`config.mk`:
```
export PLATFORM = sky130hd
export DESIGN_NAME = lcd_msg_arbiter
export DESIGN_NICKNAME = d
export VERILOG_FILES = /design/src/rtl/lcd_pkg.sv /design/src/rtl/lcd_rr_pick.sv /design/src/rtl/lcd_msg_arbiter.sv
export SDC_FILE = /design/constraint.sdc
export NUM_CORES = 1
export LEC_CHECK = 0
export CORE_AREA = 10 10 73 75
export DETAILED_ROUTE_END_ITERATION = 8
export DIE_AREA = 0 0 83 85
export HOLD_SLACK_MARGIN = 0.1
export MAX_ROUTING_LAYER = met4
export PLACE_DENSITY_LB_ADDON = 0.12
export SYNTH_ARGS = -nofsm -noshare
export SYNTH_HDL_FRONTEND = slang
export SYNTH_SLANG_ARGS = --single-unit
```
`constraint.sdc`:
```
create_clock -name clk -period 5.5 [get_ports clk]
set_clock_uncertainty 0.05 [all_clocks]
set_input_delay 1.65 -clock clk [delete_from_list [all_inputs] [get_ports clk]]
set_output_delay 1.65 -clock clk [all_outputs]
set_load 0.01 [all_outputs]
```
`src/rtl/lcd_pkg.sv`:
```
`default_nettype none
// ============================================================================
//  Module      : lcd_pkg
//  Description : Shared definitions for the LCD message arbiter: FSM state
//                encoding, default timing constants, LCD instruction width
//                and a counter-width helper.
//  Revision    : 1.0  initial release
// ============================================================================
package lcd_pkg;

  // Arbiter FSM state encoding
  localparam logic [2:0] c_ST_IDLE  = 3'd0;
  localparam logic [2:0] c_ST_START = 3'd1;
  localparam logic [2:0] c_ST_WAIT  = 3'd2;
  localparam logic [2:0] c_ST_ACK   = 3'd3;
  localparam logic [2:0] c_ST_ABORT = 3'd4;
  localparam logic [2:0] c_ST_GAP   = 3'd5;

  // Default timing (50 MHz system clock)
  localparam int C_INIT_HOLD   = 2;
  localparam int C_GAP_CYC     = 1000;
  localparam int C_TIMEOUT_CYC = 2000000;

  // Width of one LCD instruction word on the sequencer interface
  localparam int C_LCD_INSTR_W = 11;

  // One counter is shared by START, WAIT and GAP, so it must be wide enough
  // for the largest terminal count of the three.
  function automatic int cnt_width(input int a, input int b, input int c);
    int w;
    w = $clog2(a);
    if ($clog2(b) > w) w = $clog2(b);
    if ($clog2(c) > w) w = $clog2(c);
    if (w < 1) w = 1;
    return w;
  endfunction

endpackage
`default_nettype wire

```
`src/rtl/lcd_rr_pick.sv`:
```
`default_nettype none
// ============================================================================
//  Module      : lcd_rr_pick
//  Description : Combinational round-robin picker. Returns the first set
//                request bit scanning i_ptr, i_ptr+1, ... modulo N_REQ.
//  Revision    : 1.0  initial release
//  Ports       : i_req   [N_REQ]  request vector
//                i_ptr   [SEL_W]  scan start index (always < N_REQ)
//                o_found          at least one request set
//                o_idx   [SEL_W]  index of the winning request
// ============================================================================
module lcd_rr_pick #(
  parameter int N_REQ = 4,
  parameter int SEL_W = 2
) (
  input  logic [N_REQ-1:0] i_req,
  input  logic [SEL_W-1:0] i_ptr,
  output logic             o_found,
  output logic [SEL_W-1:0] o_idx
);

  localparam logic [SEL_W:0] c_NREQ = (SEL_W+1)'(N_REQ);

  // Rotate so that bit 0 corresponds to the requester at i_ptr.
  logic [N_REQ-1:0] w_rot;
  logic [SEL_W:0]   w_sum;

  assign w_rot = N_REQ'({i_req, i_req} >> i_ptr);

  // Scan from the far end down so the lowest rotated position wins.
  always_comb begin
    o_found = 1'b0;
    o_idx   = '0;
    w_sum   = '0;
    for (int k = N_REQ - 1; k >= 0; k--) begin
      if (w_rot[k]) begin
        o_found = 1'b1;
        w_sum   = {1'b0, i_ptr} + (SEL_W+1)'(k);
        o_idx   = (w_sum >= c_NREQ) ? SEL_W'(w_sum - c_NREQ) : SEL_W'(w_sum);
      end
    end
  end

endmodule
`default_nettype wire

```
`src/rtl/lcd_msg_arbiter.sv`:
```
`default_nettype none
// ============================================================================
//  Module      : lcd_msg_arbiter
//  Description : Round-robin scheduler sharing one LCD instruction sequencer
//                between several message requesters, with a DONE watchdog
//                that resets a hung sequencer.
//  Revision    : 1.0  initial release
//  Ports       : clk              system clock
//                reset            asynchronous active-low reset
//                req      [N_REQ] level requests, held until ack
//                lcd_done         sequencer DONE (level)
//                lcd_init         start strobe, INIT_HOLD cycles
//                lcd_rst          sequencer reset, watchdog recovery only
//                msg_sel  [SEL_W] granted index, steers the message mux
//                grant    [N_REQ] one-hot grant for the whole transaction
//                ack      [N_REQ] one-cycle completion/abort pulse
//                err              one-cycle pulse with ack on timeout abort
//                busy             high in every state except IDLE
// ============================================================================
module lcd_msg_arbiter
  import lcd_pkg::*;
#(
  parameter int N_REQ       = 4,
  parameter int SEL_W       = 2,
  parameter int INIT_HOLD   = C_INIT_HOLD,
  parameter int GAP_CYC     = C_GAP_CYC,
  parameter int TIMEOUT_CYC = C_TIMEOUT_CYC
) (
  input  logic             clk,
  input  logic             reset,
  input  logic [N_REQ-1:0] req,
  input  logic             lcd_done,
  output logic             lcd_init,
  output logic             lcd_rst,
  output logic [SEL_W-1:0] msg_sel,
  output logic [N_REQ-1:0] grant,
  output logic [N_REQ-1:0] ack,
  output logic             err,
  output logic             busy
);

  localparam int CNT_W = cnt_width(INIT_HOLD, GAP_CYC, TIMEOUT_CYC);

  localparam logic [CNT_W-1:0] c_INIT_LAST = CNT_W'(INIT_HOLD - 1);
  localparam logic [CNT_W-1:0] c_TO_LAST   = CNT_W'(TIMEOUT_CYC - 1);
  localparam logic [CNT_W-1:0] c_GAP_LAST  = CNT_W'(GAP_CYC - 1);
  localparam logic [SEL_W-1:0] c_SEL_LAST  = SEL_W'(N_REQ - 1);

  logic [2:0]       r_state;
  logic [CNT_W-1:0] r_cnt;
  logic [N_REQ-1:0] r_grant;
  logic [SEL_W-1:0] r_sel;
  logic [SEL_W-1:0] r_ptr;
  logic             r_done_q;

  logic             w_found;
  logic [SEL_W-1:0] w_idx;
  logic             w_rise;
  logic             w_ack_cyc;
  logic             w_abort_end;
  logic [SEL_W-1:0] w_ptr_nxt;

  lcd_rr_pick #(
    .N_REQ (N_REQ),
    .SEL_W (SEL_W)
  ) u_pick (
    .i_req   (req),
    .i_ptr   (r_ptr),
    .o_found (w_found),
    .o_idx   (w_idx)
  );

  // DONE is a level that may still be high from the previous message; only a
  // low-to-high transition while waiting counts as completion.
  assign w_rise = lcd_done & ~r_done_q;

  // ABORT lasts two cycles; bit 0 of the shared counter marks the second.
  assign w_abort_end = (r_state == c_ST_ABORT) && r_cnt[0];
  assign w_ack_cyc   = (r_state == c_ST_ACK) || w_abort_end;
  assign w_ptr_nxt   = (r_sel == c_SEL_LAST) ? '0 : r_sel + 1'b1;

  assign lcd_init = (r_state == c_ST_START);
  assign lcd_rst  = (r_state == c_ST_ABORT);
  assign msg_sel  = r_sel;
  assign grant    = r_grant;
  assign ack      = w_ack_cyc ? r_grant : '0;
  assign err      = w_abort_end;
  assign busy     = (r_state != c_ST_IDLE);

  always_ff @(posedge clk or negedge reset) begin
    if (!reset) begin
      r_state  <= c_ST_IDLE;
      r_cnt    <= '0;
      r_grant  <= '0;
      r_sel    <= '0;
      r_ptr    <= '0;
      r_done_q <= 1'b0;
    end else begin
      r_done_q <= lcd_done;
      case (r_state)
        c_ST_IDLE: begin
          if (w_found) begin
            r_state <= c_ST_START;
            r_grant <= N_REQ'(1) << w_idx;
            r_sel   <= w_idx;
            r_cnt   <= '0;
          end
        end
        c_ST_START: begin
          if (r_cnt == c_INIT_LAST) begin
            r_state <= c_ST_WAIT;
            r_cnt   <= '0;
          end else begin
            r_cnt <= r_cnt + 1'b1;
          end
        end
        c_ST_WAIT: begin
          // An edge on the terminal cycle still counts as completion.
          if (w_rise) begin
            r_state <= c_ST_ACK;
            r_cnt   <= '0;
          end else if (r_cnt == c_TO_LAST) begin
            r_state <= c_ST_ABORT;
            r_cnt   <= '0;
          end else begin
            r_cnt <= r_cnt + 1'b1;
          end
        end
        c_ST_ACK: begin
          r_state <= c_ST_GAP;
          r_grant <= '0;
          r_sel   <= '0;
          r_ptr   <= w_ptr_nxt;
          r_cnt   <= '0;
        end
        c_ST_ABORT: begin
          if (r_cnt[0]) begin
            r_state <= c_ST_GAP;
            r_grant <= '0;
            r_sel   <= '0;
            r_ptr   <= w_ptr_nxt;
            r_cnt   <= '0;
          end else begin
            r_cnt <= r_cnt + 1'b1;
          end
        end
        c_ST_GAP: begin
          if (r_cnt == c_GAP_LAST) begin
            r_state <= c_ST_IDLE;
            r_cnt   <= '0;
          end else begin
            r_cnt <= r_cnt + 1'b1;
          end
        end
        default: begin
          r_state <= c_ST_IDLE;
          r_cnt   <= '0;
          r_grant <= '0;
          r_sel   <= '0;
        end
      endcase
    end
  end

endmodule
`default_nettype wire

```
# Yosys cells after proc, flatten, opt, wreduce, memory -nomap -nowiden
# Index checks and enable logic that the tools add are counted.
[totals] out_inout_bits=14 ff_bits=33
[op_classes] addsub=9 n_lt_le_gt_ge=4 reduce_logical=9 muxes=36 bitwise_logic=3 n_shift=2 n_eq_ne=14
[op_table] op="2-to-1 mux 21 bit" n=6
[op_table] op="one-hot mux 21 bit (5 select lines)" n=1
[op_table] op="2-to-1 mux 2 bit" n=12
[op_table] op="adder 21 x 1 -> 21 bit, second input constant" n=1
[op_table] op="== test 21 x 1 -> 1 bit, second input constant" n=1
[op_table] op="== test 21 x 10 -> 1 bit, second input constant" n=1
[op_table] op="== test 21 bit, second input constant" n=1
[op_table] op="2-to-1 mux 3 bit" n=6
[op_table] op="one-hot mux 3 bit (6 select lines)" n=1
[op_table] op="2-to-1 mux 4 bit" n=3
[op_table] op="one-hot mux 4 bit (3 select lines)" n=1
[op_table] op="greater-or-equal comparator 3 bit, second input constant" n=3
[op_table] op="right shift 8 x 2 -> 4 bit" n=1
[op_table] op="subtractor 2 x 1 -> 2 bit, second input constant" n=4
[op_table] op="adder 2 x 2 -> 3 bit, second input constant" n=2
[op_table] op="== test 3 x 2 -> 1 bit, second input constant" n=2
[op_table] op="== test 3 bit, second input constant" n=2
[op_table] op="inequality test 2 x 1 -> 1 bit, second input constant" n=3
[op_table] op="one-hot mux 2 bit (3 select lines)" n=1
[op_table] op="AND reduction 5 bit" n=1
[op_table] op="2-to-1 mux 1 bit" n=4
[op_table] op="one-hot mux 2 bit (2 select lines)" n=1
[op_table] op="left shift 1 x 2 -> 4 bit, first input constant" n=1
[op_table] op="adder 2 x 1 -> 3 bit, second input constant" n=1
[op_table] op="other kinds (16)" n=17

# Depth between registers and ports, before layout
[logic_depth] word_depth=10 mapped_depth=9 ltp_nobuf=7

# Modules after synthesis
# A second synthesis with hierarchy kept.
[unflattened] hier_cells=230 area_unflattened_um2=2075.7
[by_module_without_submodules] mod="lcd_msg_arbiter" area_per_inst_um2=1998.2 cells_each=215 instances=1
[by_module_without_submodules] mod="lcd_rr_pick" area_per_inst_um2=77.6 cells_each=15 instances=1

# Worst setup path after synthesis
# No wires, ideal clock.
[synth_path] path_type="input -> register" startpoint="input port req[3]" endpoint="register r_cnt[6]" path_stages=6 required_ps=5327 arrival_time_ps=3051 n_path_buf=1 setup_slack_ps=2276 path_cell_list="or4_1 -> nor2_1 -> clkbuf_1 -> nor3_1 -> o32ai_2 -> nand2_1"
[synth_via] elab_chain_len=6
[synth_rtl] element="start, declared" line="lcd_msg_arbiter.sv:31" source="input logic [N_REQ-1:0] req,"
[synth_rtl] element="right shift 8 x 2 -> 4 bit *" line="lcd_rr_pick.sv:28" source="assign w_rot = N_REQ'({i_req, i_req} >> i_ptr);"
[synth_rtl] element="2-to-1 mux 1 bit (3 in a row)" line="lcd_rr_pick.sv:36" source="if (w_rot[k]) begin"
[synth_rtl] element="2-to-1 mux 1 bit *" line="lcd_rr_pick.sv:36"
[synth_rtl] element="inequality test 2 x 1 -> 1 bit (no source line) *"
[synth_rtl] element="end signal, assigned" line="lcd_msg_arbiter.sv:114" source="r_cnt <= r_cnt + 1'b1;"
[synth_rtl] element="end signal, assigned" line="lcd_msg_arbiter.sv:126" source="r_cnt <= r_cnt + 1'b1;"
[synth_rtl] element="end signal, assigned" line="lcd_msg_arbiter.sv:144" source="r_cnt <= r_cnt + 1'b1;"
[synth_rtl] element="end, declared" line="lcd_msg_arbiter.sv:50" source="logic [CNT_W-1:0] r_cnt;"
# Every way passes the cells marked *; elsewhere a longest branch is shown, timed or not.
# A chain may end at the register's enable or synchronous reset.

# Worst setup path in the final report
[layout_path] startpoint="register r_state[1]" endpoint="output port ack[0]"
[layout_via] elab_chain_len=4 word_cells_on_any_way=5 classes_between="eq/ne (2); mux (1); reduce/logical (2)"
[layout_rtl] element="start, declared" line="lcd_msg_arbiter.sv:49" source="logic [2:0] r_state;"
[layout_rtl] element="start signal, assigned" line="lcd_msg_arbiter.sv:92" source="r_state <= c_ST_IDLE;"
[layout_rtl] element="start signal, assigned" line="lcd_msg_arbiter.sv:103" source="r_state <= c_ST_START;"
[layout_rtl] element="start signal, assigned" line="lcd_msg_arbiter.sv:111" source="r_state <= c_ST_WAIT;"
[layout_rtl] element="== test 3 bit" line="lcd_msg_arbiter.sv:78" source="assign w_abort_end = (r_state == c_ST_ABORT) && r_cnt[0];"
[layout_rtl] element="logical AND 1 bit" line="lcd_msg_arbiter.sv:78"
[layout_rtl] element="logical OR 1 bit *" line="lcd_msg_arbiter.sv:79" source="assign w_ack_cyc = (r_state == c_ST_ACK) || w_abort_end;"
[layout_rtl] element="2-to-1 mux 4 bit *" line="lcd_msg_arbiter.sv:86" source="assign ack = w_ack_cyc ? r_grant : '0;"
[layout_rtl] element="end, declared" line="lcd_msg_arbiter.sv:37" source="output logic [N_REQ-1:0] ack,"
# Marked as above.

==> impl_metrics.tcl <==
set metrics [dict create \
    outcome "completed" \
    drcViolationCount 0 \
    stdcell_count 313 \
    critPathLaunchType "flop" \
    wl_met2_mm 2.29 \
    crit_chain "nor2_1 -> nand2_1 -> o22ai_1 -> and2_1 -> clkdlybuf4s50_1" \
    final_nets 273 \
    finalCritPeriodShare_pct 75.0 \
    gp_congestion 0.891 \
    synthCells 244 \
    grt_setup_unrepaired "false" \
    ys_warn_count 0 \
    dpl.hpwl_mm 3.58 \
    rrSetupSlack_ps 2680 \
    core-area_um2 3910 \
    leakage_nw 0.984 \
    drt-initial-drc-count 141 \
    hold_viol 0 \
    globalRoute.totalOverflow 0 \
    cts_tree "yes" \
    syn_avg_cell_area_um2 8.57 \
    io_buffer_count 20 \
    seq_area_frac_synth_pct 39.5 \
    wl_met3_um 242 \
    h-tree-depth 2 \
    areaGrowthSynthToFinish_pct 15.6 \
    min_path_type "flop to flop" \
    clk_latency_ps 290 \
    synth_edf_count 0 \
    routed.top_layer "met4" \
    ir_drop_mv 0.243 \
    hold_ws_ps 457 \
    timing.rr.start "r_cnt[0]" \
    die_y_um 85 \
    place_inst 305 \
    io_pins 21 \
    max_freq_mhz 242 \
    ys.flop_type "dfrtp_1" \
    cp_max_fo 10 \
    crit_family "simple AND/OR/NAND/NOR gates" \
    ys_types 53 \
    final.setup.tns_ps 0 \
    slowest_stage "clkdlybuf4s50_1" \
    tightest_slew_ps 1090 \
    worst-setup-path-type "flop to output pin" \
    min_to "grant[0]" \
    power_density_nw_per_um2 420 \
    wl_met1_mm 2.38 \
    critPathCaptureType "output pin" \
    fin_crit_ps 4120 \
    cts_buffers 5 \
    grt_pass1_vias 1899 \
    clk_pin_slew_ps 70 \
    final_antenna_net_count 0 \
    slew_headroom_pct 27.5 \
    die_area_um2 7060 \
    track_usage_pct 15.0 \
    reg2reg_depth 6 \
    hold_depth 2 \
    worstPathArrival_ps 2420 \
    syn-num-nets 255 \
    cts_resized 0 \
    via_count 1866 \
    clock_path_buffers 2 \
    grt_pass1_wl_mm 8.87 \
    grt_max_degree 34 \
    antenna_cells 0 \
    start_util_pct 53.5 \
    yosysTopAreaCellShare_pct 39.5 \
    synthTopCellsByArea "dfrtp_1 (39%), o21ai_0 (4.5%), nand2_1 (4.5%)" \
    drt_pre_antenna_iters 4 \
    wl_per_cell_um 15.9 \
    synth_area_um2 2090 \
    num_rows 23 \
    worst_ep_required_time_ps 3800 \
    min-delay-start "grant[0]" \
    post_cts.repair.setup_buffers 0 \
    clock-sinks 33 \
    slew_viol_final 0 \
    cts_hold_buf 0 \
    reg2reg_to "r_cnt[14]" \
    synth-seq-cells 33 \
    setup_viol 0 \
    synth_top_cell_by_area "dfrtp_1" \
    via_per_inst 5.96 \
    worst_path_largest_cell_delay_ps 530 \
    clock-root-buffer "clkbuf_8" \
    maxCapViolCount 0 \
    die_x_um 83 \
    cp_num_buf_inv 1 \
    async_flop_share_pct 100 \
    drive_above_1_share_pct 8.75 \
    drt_wl_total_mm 4.98 \
    antenna_found_initial 0 \
]
## logic make-up after synthesis
family                     share of synthesized area [%]
and+or+nand+nor                                     27.1
AOI/OAI and AO/OA                                   21.3
DFF                                                 39.5
buffers and inverters                               5.74
xor gates and xnor gates                            2.51
adders and majority gates                           2.39
muxes                                               1.50
## tightest hold or removal path: stages (launching register included)
cell and delay (ps):
dfrtp_1 360, nand2_1 50, o21ai_0 60
## Yosys cell counts, types with 5 or more instances
| cell type | instances |
|---|---|
| nand3_1 | 11 |
| o22ai_1 | 7 |
| inv_1 | 14 |
| nor4_1 | 6 |
| o21ai_0 | 19 |
| nand2_1 | 25 |
| a22oi_1 | 5 |
| dfrtp_1 | 33 |
| and2_1 | 5 |
| nor2_1 | 25 |
| nor3_1 | 7 |
| and3_1 | 5 |
| xnor2_1 | 5 |
## per-layer routing
metal	up-vias	track usage, %
met5	-	-
met4	0	6.04
met3	7	3.25
met2	53	22.9
met1	880	18.8
li1	926	-
## sequential cells by signal, summed over array words and instances, names as in the netlist
register and count:
msg_sel 2, r_ptr 2, grant 4, r_state 3
r_done_q 1, r_cnt 21
## how the worst max path moves through the flow
| stage | startpoint | to | slack [ps] | cells after the start |
|---|---|---|---|---|
| 4_1_cts | r_state[1] | ack[0] | 1350 | 5 |
| 2_1_floorplan | req[3] | r_cnt[6] | 2280 | 6 |
| 3_5_place_dp | req[0] | r_cnt[20] | 1420 | 6 |
| 3_3_place_gp | req[0] | r_cnt[20] | 1460 | 6 |
| 5_1_grt | r_state[1] | ack[0] | 1160 | 5 |
| 6_report | r_state[1] | ack[0] | 1380 | 5 |
## cell type report
cell class / count / area (um^2)
clock buffers: 7 / 96.3
fillers: 366 / 1500
repair buffers: 22 / 215
flip-flops and latches: 33 / 826
inverters: 14 / 52.6
clock inverters: 1 / 5.00
multi-input cells: 186 / 1160
well taps: 50 / 62.6
## report_power, final
| part | total (mW) | internal (mW) | switching (mW) |
|---|---|---|---|
| clock network | 0.204 | 0.113 | 0.0909 |
| registers | 0.382 | 0.297 | 0.0853 |
| logic | 0.430 | 0.174 | 0.256 |
## metrics by stage
step / total power, mW / utilization, % / cell area [um^2] / worst slack (ps)
after detailed placement: 0.815 / 59.2 / 2320 / 1420
final: 1.02 / 61.8 / 2420 / 1380
after global routing: 1.10 / 61.8 / 2420 / 1160
after global placement: 0.811 / 59.2 / 2320 / 1460
after CTS: 1.02 / 61.8 / 2420 / 1350
after floorplan: 0.691 / - / 2090 / 2280
## placed cells by master, fill, tap and decap left out, types with 3 or more instances in the layout
| cell | synthesis | routed |
|---|---|---|
| nand2_1 | 25 | 25 |
| nor2b_1 | 3 | 3 |
| o21ai_0 | 19 | 19 |
| dfrtp_1 | 33 | 33 |
| or3_1 | 3 | 3 |
| a21oi_1 | 4 | 4 |
| nand4_1 | 4 | 4 |
| nand3_1 | 11 | 11 |
| ha_1 | 4 | 4 |
| o31ai_1 | 4 | 4 |
| nor4_1 | 6 | 6 |
| clkdlybuf4s50_1 | 0 | 20 |
| nor2_1 | 25 | 25 |
| xnor2_1 | 5 | 5 |
| o22ai_1 | 7 | 7 |
| a22oi_1 | 5 | 5 |
| and2_1 | 5 | 5 |
| o21bai_1 | 4 | 4 |
| clkbuf_8 | 0 | 7 |
| and3_1 | 5 | 5 |
| or4_1 | 4 | 4 |
| nor3_1 | 7 | 7 |
| o21ai_1 | 4 | 4 |
| inv_1 | 14 | 14 |
Note: power is estimated with default switching activity, not from simulation.
